## src/rtl/hawk_axi_wr_buf.sv

```systemverilog
// rtl/hawk_axi_wr_buf.sv - AW/W request FIFOs feeding a 512-bit AXI4 write master with B-response tracking
module hawk_axi_wr_buf #(
    parameter int         AW_DEPTH  = 4,
    parameter int         W_DEPTH   = 4,
    parameter int         MAX_OUTST = 16,
    parameter logic [3:0] AXI_ID    = 4'd0
) (
    input  logic                           clk_i,
    input  logic                           rst_i,
    input  logic                           req_awvalid,
    input  logic [63:0]                    req_addr,
    input  logic                           req_wvalid,
    input  logic [511:0]                   req_data,
    input  logic [63:0]                    req_strb,
    output logic                           req_awready,
    output logic                           req_wready,
    output logic [3:0]                     m_awid,
    output logic [63:0]                    m_awaddr,
    output logic [7:0]                     m_awlen,
    output logic [2:0]                     m_awsize,
    output logic [1:0]                     m_awburst,
    output logic                           m_awvalid,
    input  logic                           m_awready,
    output logic [511:0]                   m_wdata,
    output logic [63:0]                    m_wstrb,
    output logic                           m_wlast,
    output logic                           m_wvalid,
    input  logic                           m_wready,
    input  logic [3:0]                     m_bid,
    input  logic [1:0]                     m_bresp,
    input  logic                           m_bvalid,
    output logic                           m_bready,
    output logic                           bresp_vld,
    output logic                           bresp_ok,
    output logic [$clog2(MAX_OUTST+1)-1:0] outst_cnt,
    output logic                           idle,
    output logic                           err_ovf,
    output logic                           err_bus
);
    localparam int AP = $clog2(AW_DEPTH);
    localparam int AC = $clog2(AW_DEPTH + 1);
    localparam int WP = $clog2(W_DEPTH);
    localparam int WC = $clog2(W_DEPTH + 1);
    localparam int OC = $clog2(MAX_OUTST + 1);
    localparam logic [AC-1:0] AW_FULL   = AC'(AW_DEPTH);
    localparam logic [WC-1:0] W_FULL    = WC'(W_DEPTH);
    localparam logic [OC-1:0] OUTST_MAX = OC'(MAX_OUTST);

    logic [63:0]   aw_mem [AW_DEPTH];
    logic [AP-1:0] aw_wp, aw_rp;
    logic [AC-1:0] aw_cnt;
    logic [575:0]  w_mem [W_DEPTH];
    logic [WP-1:0] w_wp, w_rp;
    logic [WC-1:0] w_cnt;
    logic          aw_push, aw_pop, w_push, w_pop, b_hs, b_dec;

    // B responses are in order on a single ID, so the returned id carries no information
    logic unused_bid;
    assign unused_bid = ^m_bid;

    assign m_awid    = AXI_ID;
    assign m_awlen   = 8'd0;
    assign m_awsize  = 3'd6;
    assign m_awburst = 2'b01;
    assign m_wlast   = 1'b1;
    assign m_bready  = 1'b1;

    // Ready reflects the pre-pop count, so a full FIFO never accepts a same-cycle push
    assign req_awready = aw_cnt < AW_FULL;
    assign req_wready  = w_cnt < W_FULL;
    assign aw_push     = req_awvalid && req_awready;
    assign w_push      = req_wvalid && req_wready;

    // outst_cnt only grows on an AW handshake, so an asserted m_awvalid cannot be withdrawn by the cap
    assign m_awvalid = (aw_cnt != '0) && (outst_cnt < OUTST_MAX);
    assign m_awaddr  = aw_mem[aw_rp];
    assign m_wvalid  = (w_cnt != '0);
    assign {m_wstrb, m_wdata} = w_mem[w_rp];

    assign aw_pop = m_awvalid && m_awready;
    assign w_pop  = m_wvalid && m_wready;
    assign b_hs   = m_bvalid && m_bready;
    assign b_dec  = b_hs && (outst_cnt != '0);

    always_ff @(posedge clk_i) begin
        if (aw_push) aw_mem[aw_wp] <= req_addr;
        if (w_push) w_mem[w_wp] <= {req_strb, req_data};
    end

    always_ff @(posedge clk_i) begin
        if (rst_i) begin
            aw_wp     <= '0;
            aw_rp     <= '0;
            aw_cnt    <= '0;
            w_wp      <= '0;
            w_rp      <= '0;
            w_cnt     <= '0;
            outst_cnt <= '0;
            bresp_vld <= 1'b0;
            bresp_ok  <= 1'b0;
            idle      <= 1'b1;
            err_ovf   <= 1'b0;
            err_bus   <= 1'b0;
        end else begin
            if (aw_push) aw_wp <= aw_wp + AP'(1);
            if (aw_pop) aw_rp <= aw_rp + AP'(1);
            case ({aw_push, aw_pop})
                2'b10:   aw_cnt <= aw_cnt + AC'(1);
                2'b01:   aw_cnt <= aw_cnt - AC'(1);
                default: aw_cnt <= aw_cnt;
            endcase

            if (w_push) w_wp <= w_wp + WP'(1);
            if (w_pop) w_rp <= w_rp + WP'(1);
            case ({w_push, w_pop})
                2'b10:   w_cnt <= w_cnt + WC'(1);
                2'b01:   w_cnt <= w_cnt - WC'(1);
                default: w_cnt <= w_cnt;
            endcase

            // A B with nothing outstanding is flagged but never underflows the count
            case ({aw_pop, b_dec})
                2'b10:   outst_cnt <= outst_cnt + OC'(1);
                2'b01:   outst_cnt <= outst_cnt - OC'(1);
                default: outst_cnt <= outst_cnt;
            endcase

            bresp_vld <= b_hs;
            bresp_ok  <= b_hs && (m_bresp == 2'b00);
            idle      <= (aw_cnt == '0) && (w_cnt == '0) && (outst_cnt == '0);
            if ((req_awvalid && !req_awready) || (req_wvalid && !req_wready))
                err_ovf <= 1'b1;
            if (b_hs && ((m_bresp != 2'b00) || (outst_cnt == '0)))
                err_bus <= 1'b1;
        end
    end
endmodule
```

## config.mk

```make
export PLATFORM = sky130hd
export DESIGN_NAME = hawk_axi_wr_buf
export DESIGN_NICKNAME = d
export VERILOG_FILES = /design/src/rtl/hawk_axi_wr_buf.sv
export SDC_FILE = /design/constraint.sdc
export NUM_CORES = 2
export LEC_CHECK = 0
export CORE_AREA = 2 2 524 526
export DETAILED_ROUTE_END_ITERATION = 12
export DIE_AREA = 0 0 526 528
export GPL_TIMING_DRIVEN = 0
export MAX_ROUTING_LAYER = met4
export SYNTH_ARGS = -nofsm -noshare
export SYNTH_HDL_FRONTEND = slang
export SYNTH_SLANG_ARGS = --single-unit
```

## constraint.sdc

```tcl
create_clock -name clk_i -period 21.3 [get_ports clk_i]
set_input_delay 4.26 -clock clk_i [delete_from_list [all_inputs] [get_ports clk_i]]
set_output_delay 4.26 -clock clk_i [all_outputs]
set_load 0.02 [all_outputs]
```

==> flow_metrics.env <==
export IMPL_status="finished clean"
export IMPL_grt_pass1_vias=46211
export IMPL_cts_buffer_depth=4
export IMPL_power_density_nw_per_um2=130
export IMPL_holdPathStages=2
export IMPL_fmax_mhz=116
export IMPL_place_area_um2=113000
export IMPL_critPathKind="register to output port"
export IMPL_htree_num_levels=5
export IMPL_tightest_slew_ns=1.29
export IMPL_power_frac_clock_pct=28.9
export IMPL_r2r_cells=9
export IMPL_post_cts_resized=0
export IMPL_maxSlewHeadroom_pct=13.9
export IMPL_cp_top_family="buffers and inverters"
export IMPL_crit_cells=5
export IMPL_clk_pin_slew_ns=0.06
export IMPL_startpoint_type="register"
export IMPL_gp_congestion=0.799
export IMPL_p_total_mw=15.9
export IMPL_vdd_drop_max_v=0.0000828
export IMPL_leakagePower_nw=38.3
export IMPL_hold_class="register to register"
export IMPL_grt_antenna_before_repair=150
export IMPL_track_usage_pct=19.1
export IMPL_worstPathArrival_ns=4.34
export IMPL_final_util_pct=44.8
export IMPL_multi_input_area_um2=15300
export IMPL_ant_nets=0
export IMPL_tritoncts="yes"
export IMPL_viasPerCell=4.91
export IMPL_grt_pass1_wl_mm=362
export IMPL_syn_area_per_cell_um2=26.6
export IMPL_crit_slowest_cell="clkbuf_1"
export IMPL_layout_setup_ws_ns=12.70
export IMPL_ff_latch_area_um2=77400
export IMPL_place_ws_ns=13.21
export IMPL_p_int_mw=11.1
export IMPL_min_period_over_period_pct=40.4
export IMPL_netlist_instances=3532
export IMPL_die_h_um=528
export IMPL_grt_max_degree=55
export IMPL_cts_made_buffers=279
export IMPL_fillCellCount=22897
export IMPL_final_layout_size_suffix_gt1_share_pct=22.8
export IMPL_clk_insertion_delay_late_ns=0.85
export IMPL_drtPass1Iterations=5
export IMPL_ioPinCount=1326
export IMPL_vias=44583
export IMPL_drv_slew=0
export IMPL_timing_hold_ws_ns=0.468
export IMPL_cap_violations=0
export IMPL_rsz0062_at_grt="no"
export IMPL_layout_commonest_cell="edfxtp_1"
export IMPL_placedCellCount=8494
export IMPL_async_flop_share_pct=0
export IMPL_core_area_um2=272000
export IMPL_place_hpwl_mm=189
export IMPL_die_area_um2=278000
export IMPL_ys_flop_type="edfxtp_1"
export IMPL_fin_cells=9072
export IMPL_setup_viol=0
export IMPL_initial_utilization_pct=34.5
export IMPL_swShare_pct=30.2
export IMPL_syn_to_final_growth_pct=29.7
export IMPL_cts_sinks=2588
export IMPL_die_x_um=526
export IMPL_path_common_cell="buf_2"
export IMPL_setup_tns_ns=0
export IMPL_wl_per_cell_um=29.1
export IMPL_pwr_share_seq_pct=39.9
export IMPL_syn_cell_area_um2=94000
export IMPL_worstPathCellList="buf_2, clkbuf_1, buf_2, mux4_2, clkdlybuf4s50_1"
export IMPL_root_buffer="clkbuf_16"
export IMPL_critPathBufInv=4
export IMPL_fin_area_um2=122000
export IMPL_finalHoldViolations=0
export IMPL_final_nets=5855
export IMPL_synth_edf_count=2560
export IMPL_ys_seq_elements=2588
export IMPL_rows=192
export IMPL_min_period_ns=8.60
export IMPL_power_switching_mw=4.80
export IMPL_ys_types=43
export IMPL_drc=0
export IMPL_drt_iter0_drc=3154
export IMPL_ys_seq_area_share_pct=82.4
export IMPL_grt_overflow_total=0
export IMPL_critical_path_max_stage_delay_ns=1.00
export IMPL_most_common_layout_cells="2560 x edfxtp_1, 1301 x clkdlybuf4s50_1, 640 x mux4_2, 283 x clkbuf_16, 70 x clkbuf_1"
export IMPL_fin_skew_ns=0.0442
export IMPL_cts_setup_buffers=0
export IMPL_cp_data_required_time_ns=17.04
export IMPL_yosysWarnings=0
export IMPL_endpoint_kind="output port"
export IMPL_holdBufCountCts=0
export IMPL_path_max_fanout=11
export IMPL_comb_power_share_pct=31.2
export IMPL_drt_total_wl_mm=264
export IMPL_port_buffers=1301
[cell families (layout without fill, tap and decap cells)]
logic type               count (synthesis)  count (layout)  synth area share (%)
buffers and inverters                  187            2035                  1.42
adder cells (fa/ha/maj)                 16              16                 0.229
AND/OR/NAND/NOR                         58              58                 0.319
flip-flops                            2588            2588                  82.4
multiplexers                           643             643                  15.4
XOR/XNOR                                13              13                 0.121
other                                    2             105               0.00799
AO/OA/AOI/OAI                           25              25                 0.172
[sequential cells by signal (all words and copies together) (netlist names), named ones only]
| register | count |
|---|---|
| aw_cnt | 3 |
| aw_mem | 256 |
| aw_rp | 2 |
| aw_wp | 2 |
| bresp_ok | 1 |
| bresp_vld | 1 |
| err_bus | 1 |
| err_ovf | 1 |
| idle | 1 |
| outst_cnt | 5 |
| w_cnt | 3 |
| w_mem | 2304 |
| w_rp | 2 |
| w_wp | 2 |
[per-layer routing]
| layer | track usage [%] | part of all wire (%) | wire (um) | vias to the layer above |
|---|---|---|---|---|
| li1 | - | - | - | 18786 |
| met1 | 20.4 | 35 | 92800 | 23602 |
| met2 | 31.5 | 50 | 133000 | 1743 |
| met3 | 9.21 | 12 | 31200 | 452 |
| met4 | 5.36 | 2.8 | 7470 | 0 |
| met5 | - | 0 | 0 | - |
[worst min-delay path, stage by stage, from the launching register on]
cell	delay, ns
dfxtp_1	0.31
inv_1	0.06
a21oi_2	0.05
[power groups by stage]
stage | Combinational [mW] | Sequential (mW) | Clock [mW]
after floorplan | 2.60 | 6.78 | 0
after global placement | 4.95 | 7.14 | 0
after global routing | 5.23 | 6.38 | 4.91
after detailed placement | 5.05 | 6.45 | 0
after CTS | 5.08 | 6.35 | 4.71
final | 4.97 | 6.34 | 4.59
[final cells by class]
type,instances,share of cell area (%)
Tap cell,3589,3.68
Antenna cell,86,0.176
Clock inverter,144,1.06
Clock buffer,348,6.03
Buffer,169,1.04
Inverter,18,0.0554
Multi-Input combinational cell,774,12.6
Timing Repair Buffer,1356,11.9
Sequential cell,2588,63.5
[final timing paths]
check                   startpoint                      end  slack [ns]
max                       register             m_wdata[146]       12.70
min           err_bus$_SDFFE_PP0P_     err_bus$_SDFFE_PP0P_        0.47
max reg2reg  w_cnt[2]$_SDFFE_PP0P_  w_mem[3][333]$_DFFE_PP_       17.72
min reg2reg   err_bus$_SDFFE_PP0P_     err_bus$_SDFFE_PP0P_        0.47
[cells in the mapped netlist, types with 2 or more instances]
| cell | instances | area share [%] |
|---|---|---|
| edfxtp_1 | 2560 | 82 |
| mux4_2 | 640 | 15 |
| buf_2 | 62 | 0.33 |
| buf_6 | 61 | 0.73 |
| dfxtp_1 | 28 | 0.60 |
| buf_4 | 26 | 0.21 |
| nor2_1 | 25 | 0.10 |
| inv_1 | 18 | 0.072 |
| ha_1 | 14 | 0.19 |
| buf_1 | 10 | 0.040 |
| a21oi_1 | 9 | 0.048 |
| and2_1 | 9 | 0.060 |
| clkbuf_1 | 9 | 0.036 |
| xor2_1 | 8 | 0.075 |
| nor2b_1 | 5 | 0.033 |
| o21ai_0 | 5 | 0.027 |
| xnor2_1 | 5 | 0.047 |
| nand2_1 | 4 | 0.016 |
| nor3b_1 | 3 | 0.024 |
| or3_1 | 3 | 0.020 |
| conb_1 | 2 | 0.0080 |
| fa_1 | 2 | 0.043 |
| mux2i_1 | 2 | 0.021 |
| nand2b_1 | 2 | 0.013 |
| nor3_1 | 2 | 0.011 |
(Power assumes the default switching activity.)
